## src/rtl/fifo_rr_write_arbiter.sv

```systemverilog
// ============================================================================
// Module   : fifo_rr_write_arbiter
// Brief    : Round-robin, burst-granular arbiter sharing one FIFO write port
// Revision : 1.0
// ============================================================================
`default_nettype none

module fifo_rr_write_arbiter #(
   parameter int DW = 8,
   parameter int NR = 4,
   parameter int BL = 4
) (
   input  logic              clk,
   input  logic              rst,
   input  logic [NR-1:0]     req,
   input  logic [NR*DW-1:0]  data,
   input  logic [NR-1:0]     last,
   output logic [NR-1:0]     ack,
   output logic [NR-1:0]     gnt,
   output logic              busy,
   output logic [DW-1:0]     fifo_din,
   output logic              fifo_we,
   input  logic              fifo_full,
   input  logic              fifo_full_n
);

   localparam int PW = (NR > 1) ? $clog2(NR) : 1;
   localparam logic [7:0]    c_CNT_LAST = 8'(BL - 1);
   localparam logic [PW-1:0] c_IDX_LAST = PW'(NR - 1);

   typedef enum logic [0:0] {
      S_IDLE  = 1'b0,
      S_BURST = 1'b1
   } state_t;

   state_t          r_state, w_state_nx;
   logic [NR-1:0]   r_gnt, w_gnt_nx;
   logic [7:0]      r_cnt, w_cnt_nx;
   logic [PW-1:0]   r_ptr, w_ptr_nx;
   logic [PW-1:0]   r_idx, w_idx_nx;

   logic            w_found;
   logic [PW-1:0]   w_win;
   logic            w_greq;
   logic            w_glast;
   logic [DW-1:0]   w_gdata;
   logic            w_we;
   logic            w_exit;

   // First requester at or after r_ptr, wrapping modulo NR.
   always_comb begin
      w_found = 1'b0;
      w_win   = '0;
      for (int k = 0; k < NR; k++) begin
         if (!w_found && req[(int'(r_ptr) + k) % NR]) begin
            w_found = 1'b1;
            w_win   = PW'((int'(r_ptr) + k) % NR);
         end
      end
   end

   assign w_greq  = req[r_idx];
   assign w_glast = last[r_idx];
   assign w_gdata = data[int'(r_idx)*DW +: DW];

   assign busy     = (r_state == S_BURST);
   assign w_we     = busy & w_greq & ~fifo_full;
   assign fifo_we  = w_we;
   assign fifo_din = busy ? w_gdata : '0;
   assign ack      = r_gnt & {NR{w_we}};
   assign gnt      = r_gnt;

   // A withdrawn request ends the burst even while the FIFO is full.
   assign w_exit = busy & ((w_we & (w_glast | (r_cnt == c_CNT_LAST))) | ~w_greq);

   always_comb begin
      w_state_nx = r_state;
      w_gnt_nx   = r_gnt;
      w_cnt_nx   = r_cnt;
      w_ptr_nx   = r_ptr;
      w_idx_nx   = r_idx;
      case (r_state)
         S_IDLE: begin
            if (w_found && !fifo_full_n) begin
               w_state_nx      = S_BURST;
               w_gnt_nx        = '0;
               w_gnt_nx[w_win] = 1'b1;
               w_cnt_nx        = '0;
               w_idx_nx        = w_win;
            end
         end
         S_BURST: begin
            if (w_exit) begin
               w_state_nx = S_IDLE;
               w_gnt_nx   = '0;
               w_cnt_nx   = '0;
               w_ptr_nx   = (r_idx == c_IDX_LAST) ? '0 : r_idx + 1'b1;
            end else if (w_we) begin
               w_cnt_nx = r_cnt + 8'd1;
            end
         end
         default: begin
            w_state_nx = S_IDLE;
            w_gnt_nx   = '0;
         end
      endcase
   end

   always_ff @(posedge clk) begin
      if (rst) begin
         r_state <= S_IDLE;
         r_gnt   <= '0;
         r_cnt   <= '0;
         r_ptr   <= '0;
         r_idx   <= '0;
      end else begin
         r_state <= w_state_nx;
         r_gnt   <= w_gnt_nx;
         r_cnt   <= w_cnt_nx;
         r_ptr   <= w_ptr_nx;
         r_idx   <= w_idx_nx;
      end
   end

endmodule

`default_nettype wire

```

## config.mk

```make
export PLATFORM = sky130hd
export DESIGN_NAME = fifo_rr_write_arbiter
export DESIGN_NICKNAME = d
export VERILOG_FILES = /design/src/rtl/fifo_rr_write_arbiter.sv
export SDC_FILE = /design/constraint.sdc
export NUM_CORES = 1
export LEC_CHECK = 0
export ABC_AREA = 1
export CAP_MARGIN = 10
export CORE_MARGIN = 5
export CORE_UTILIZATION = 39
export CTS_CLUSTER_DIAMETER = 200
export CTS_CLUSTER_SIZE = 40
export DETAILED_ROUTE_END_ITERATION = 8
export PLACE_DENSITY = 0.76
export SLEW_MARGIN = 20
export SYNTH_ARGS = -nofsm -noshare
export SYNTH_HDL_FRONTEND = slang
export SYNTH_SLANG_ARGS = --single-unit
export TNS_END_PERCENT = 30
```

## constraint.sdc

```tcl
create_clock -name clk -period 1.7 [get_ports clk]
set_clock_uncertainty 0.2 [all_clocks]
set_input_delay 0.17 -clock clk [delete_from_list [all_inputs] [get_ports clk]]
set_output_delay 0.17 -clock clk [all_outputs]
set_load 0.05 [all_outputs]
```

### Word-level counts from Yosys, hierarchy flattened

Cells that the tools add are included.

* $add $sub $neg: 5
* magnitude comparators: 7
* equality and inequality tests: 5
* shift-type cells: 1
* mux-type cells: 37
* bitwise gates (word level): 13
* reduce and logical (&&, ||, !) cells: 16

Operators with widths (number)
* 8-bit 2-to-1 mux: 4
* 32-bit by 6-bit variable part select with 8-bit output: 1
* 1-bit 2-to-1 mux: 16
* 8-bit one-hot mux with 2 select lines: 1
* 1-bit binary-select mux with 2-bit select: 6
* 3-bit by 4-bit < comparator with 1-bit output, second input constant: 3
* 2-bit 2-to-1 mux: 5
* 2-bit by 3-bit < comparator with 1-bit output, second input constant: 3
* 8-bit by 1-bit adder with 8-bit output, second input constant: 1
* 8-bit by 2-bit == test with 1-bit output, second input constant: 1
* 4-bit 2-to-1 mux: 2
* 4-bit one-hot mux with 2 select lines: 1
* 2-bit AND reduction: 4
* 2-bit OR reduction: 3
* 1-bit logical AND: 5
* 2-bit by 1-bit adder with 2-bit output, second input constant: 2
* 2-bit adder, second input constant: 2
* 1-bit AND: 4
* 4-bit AND: 1
* 1-bit logical NOT: 4
* 1-bit AND, first input constant: 3
* 3-bit by 1-bit inequality test with 1-bit output, second input constant: 1
* 1-bit inverter: 3
* 1-bit demux with 2-bit select: 1
* other kinds (6): 7

* bits in registers: 17
* input port bits: 44
* output and inout port bits: 18
* logic and storage cells: 89

### Depth between registers and ports, before layout

* depth after elaboration: 20
* mapped depth: 15
* gate-level depth less buffers: 13

### Worst setup path before layout

OpenSTA, ideal clock, no wires.

* path kind: reg-to-output
* start point: register r_state, in the netlist busy
* end point: output port ack[0]
* arrival time: 2061 ps
* required time: 1330 ps
* slack: -731 ps
* stages on the path, launching flop included: 6
* buffers on the path: 1
* cells stage by stage: dfxtp_1 -> clkbuf_1 -> clkinv_1 -> nor2_1 -> nand2_1 -> nor2_1

* longest elaborated chain between the ends: 3

Ends and longest elaborated chain
* from (decl): line 36 `state_t r_state, w_state_nx;`
* from (signal assigned): line 117 `r_state <= w_state_nx;`
* 1-bit AND (2 in series): line 67 `assign w_we = busy & w_greq & ~fifo_full;`
* 4-bit AND: line 70 `assign ack = r_gnt & {NR{w_we}};`
* to (decl): line 18 `output logic [NR-1:0] ack,`

No other way between the ends.

### Worst setup path after layout

* start point: register r_idx[0]
* end point: output port fifo_din[0]

* longest elaborated chain between the ends: 2

Ends and longest elaborated chain
* from (decl): line 40 `logic [PW-1:0] r_idx, w_idx_nx;`
* from (signal assigned): line 121 `r_idx <= w_idx_nx;`
* 32-bit by 6-bit variable part select with 8-bit output: line 64 `assign w_gdata = data[int'(r_idx)*DW +: DW];`
* 8-bit 2-to-1 mux: line 69 `assign fifo_din = busy ? w_gdata : '0;`
* to (decl): line 21 `output logic [DW-1:0] fifo_din,`

No other way between the ends.

==> results_dict.tcl <==
set metrics [dict create \
    yosys-mux-area-fraction 0 \
    outcome "finished with violations" \
    cp_data_arrival_time_ns 1.51 \
    avgSynthCellArea_sq_um 5.546 \
    grtUsageTotal 0.2088 \
    synth_common_cells "nand2_1, nor2_1, inv_1, o21ai_0, a21oi_1" \
    clock-sinks 17 \
    met2_length_mm 3.277 \
    synthSimpleGateAreaFrac 0.4684 \
    hold_buffers 0 \
    place_area_sq_um 2644 \
    ant_nets 0 \
    timing.fmax_mhz 531.0 \
    fin_ws_ns -0.1831 \
    whs_ns 0.3224 \
    dp_hpwl_mm 4.202 \
    crit_path_end "fifo_din[0]" \
    finalHoldViolCount 0 \
    synth_area_leaders "dfxtp_1, nand2_1, nor2_1" \
    power_leakage_nw 1.340 \
    violations "negative setup slack" \
    ys_warn_count 0 \
    num_rows 22 \
    die_area_sq_um 5261 \
    wl_met3_um 219 \
    gr-total-overflow 0 \
    r2r_end "r_cnt[0]" \
    clockBufferDepth 2 \
    initial_utilization 0.4104 \
    ys.flop_type "dfxtp_1" \
    cp.required_ns 1.33 \
    grt_pass1_vias 1986 \
    vdd_drop_max_v 0.0004529 \
    grt_pass1_wl_mm 8.928 \
    top_layer "met4" \
    rsz0062_at_grt "true" \
    num_io_pins 62 \
    antenna_found_initial 0 \
    drt_iter0_drc 94 \
    wirelength_mm 5.908 \
    yosysTopAreaCell "dfxtp_1" \
    portBuffers 61 \
    hold_class "reg2reg" \
    max_slew_margin 0.7663 \
    finalPower_mw 2.286 \
    root_buffer "clkbuf_8" \
    critical_path_class "reg2out" \
    yosys.area_share.xor_xnor 0.005742 \
    ys_types 26 \
    area_growth_pct 97.62 \
    synth-adder-area-share 0.01641 \
    synth_top_family_by_area "simple AND/OR/NAND/NOR gates" \
    postSynthNetCount 321 \
    synth-async-reset-ratio 0 \
    yosysMostFrequentCell "nand2_1" \
    synth-compound-area-share 0.1682 \
    route.detailed.drc 0 \
    setup_viol 29 \
    clock_insertion_delay_worst_skew_ns 0.25 \
    rr_startpoint "r_ptr[0]" \
    post-route-period-util 1.108 \
    htreeDepth 1 \
    place_congestion 0.9063 \
    synth_top_area_frac 0.2231 \
    cts_tree "done" \
    power_density_nw_per_um2 758.3 \
    r2r_slack_ns -0.16 \
    coreArea_sq_um 3716 \
    wl_per_cell_um 14.13 \
    finalCriticalPeriod_ns 1.883 \
    vias_per_cell 5.132 \
    die_width_um 72.54 \
    cts-buffers-inserted 3 \
    num_antenna_cells 0 \
    vias 2145 \
    tns_ns -3.386 \
    final_layout_size_suffix_gt1_frac 0.4000 \
    grt_max_degree 12 \
    synth_edf_count 0 \
    yosysSeqAreaShare 0.2231 \
    syn_inst 275 \
    cap_violations 0 \
    finalNetCount 417 \
    start_kind "flop" \
    reg2reg_depth 12 \
    first_pass_iters 4 \
    wl_met1_mm 2.233 \
    worst-path-max-fanout 7 \
    ys_ff_latch 17 \
    critPathCaptureType "output port" \
    clk_pin_slew_ns 0.07 \
    synth_area_sq_um 1525 \
    fin_area_sq_um 3014 \
    tightest_slew_ns 0.3469 \
    startpoint "r_idx[0]" \
    maxSlewViolCount 0 \
    dieHeight_um 72.54 \
]
-- stage by stage --
step                instances  utilization  setup slack [ns]
floorplan                 275            -          -0.03161
global placement          410       0.7114           -0.3207
detailed placement        410       0.7114           -0.4484
CTS                       417       0.7731           -0.1569
global route              418       0.8111           -0.2709
finish                    418       0.8111           -0.1831
-- power breakdown --
| group | switching [mW] | internal [mW] | total (mW) | leakage (nW) |
|---|---|---|---|---|
| clock | 0.144 | 0.163 | 0.306 | 0.0255 |
| sequential | 0.0559 | 0.438 | 0.494 | 0.141 |
| combinational | 0.825 | 0.661 | 1.49 | 1.17 |
-- cell usage in the layout (no fill, tap or decap), types with 2 or more instances in the layout --
master and n:
nand2_1 56, nor2_1 49, clkdlybuf4s50_1 39, buf_4 33, inv_1 21, o21ai_2 16, nand2_2 15, dfxtp_1 13
nand3_1 11, buf_12 11, a21oi_4 9, a21oi_1 9, inv_2 8, o21ai_1 8, nand3_2 8, nor2_4 7
nand2_4 7, buf_6 7, a21oi_2 6, nand4_1 6, buf_8 4, dfxtp_4 3, clkbuf_8 3, dlymetal6s2s_1 3
inv_4 2, ha_1 2
-- critical path, stage by stage, from the launching register on --
cell and delay, ns:
dfxtp_4 0.42, buf_12 0.14, clkbuf_16 0.13, nor2_1 0.04
nor2_1 0.08, o21ai_1 0.11, a21oi_4 0.18, buf_12 0.15
-- cell type report --
type | instances | area, sq um
well taps | 48 | 60.06
clock inverters | 1 | 5.005
inverters | 34 | 156.4
fillers | 248 | 701.9
multi-input cells | 216 | 1330
clock buffers | 3 | 41.29
repair buffers | 99 | 1069
flip-flops and latches | 17 | 352.8
-- cells by family after synthesis --
logic type,after synthesis
compound gates,50
xor+xnor,1
fa+ha+maj,2
buf+inv,42
flops,17
simple gates,163
-- routing by layer --
metal,GRT usage,vias up
met4,0.06148,0
met5,0,-
li1,-,1071
met1,0.2244,1004
met2,0.4078,55
met3,0.03601,15
-- how the worst min path moves through the flow --
stage	start	cells after the start	slack, ns	endpoint
final	gnt[1]	2	0.32	gnt[1]
after global routing	gnt[1]	2	0.34	gnt[1]
after CTS	gnt[3]	2	0.31	gnt[3]
after detailed placement	gnt[3]	2	0.30	gnt[3]
after global placement	gnt[1]	2	0.29	gnt[1]
after floorplan	fifo_full_n	3	0.23	busy
-- registers in the layout, indices dropped and copies added (netlist names) --
register and cells:
busy 1, r_idx 2, gnt 4, r_ptr 2, r_cnt 8
-- timing repair --
action                                  CTS  global route
gates resized for setup                  70            37
buffers inserted                          3             0
endpoints found under the setup margin   29            29
gates cloned                              0             1
pin swaps                                 8            18
No activity file was read; power rests on OpenSTA's default activity.
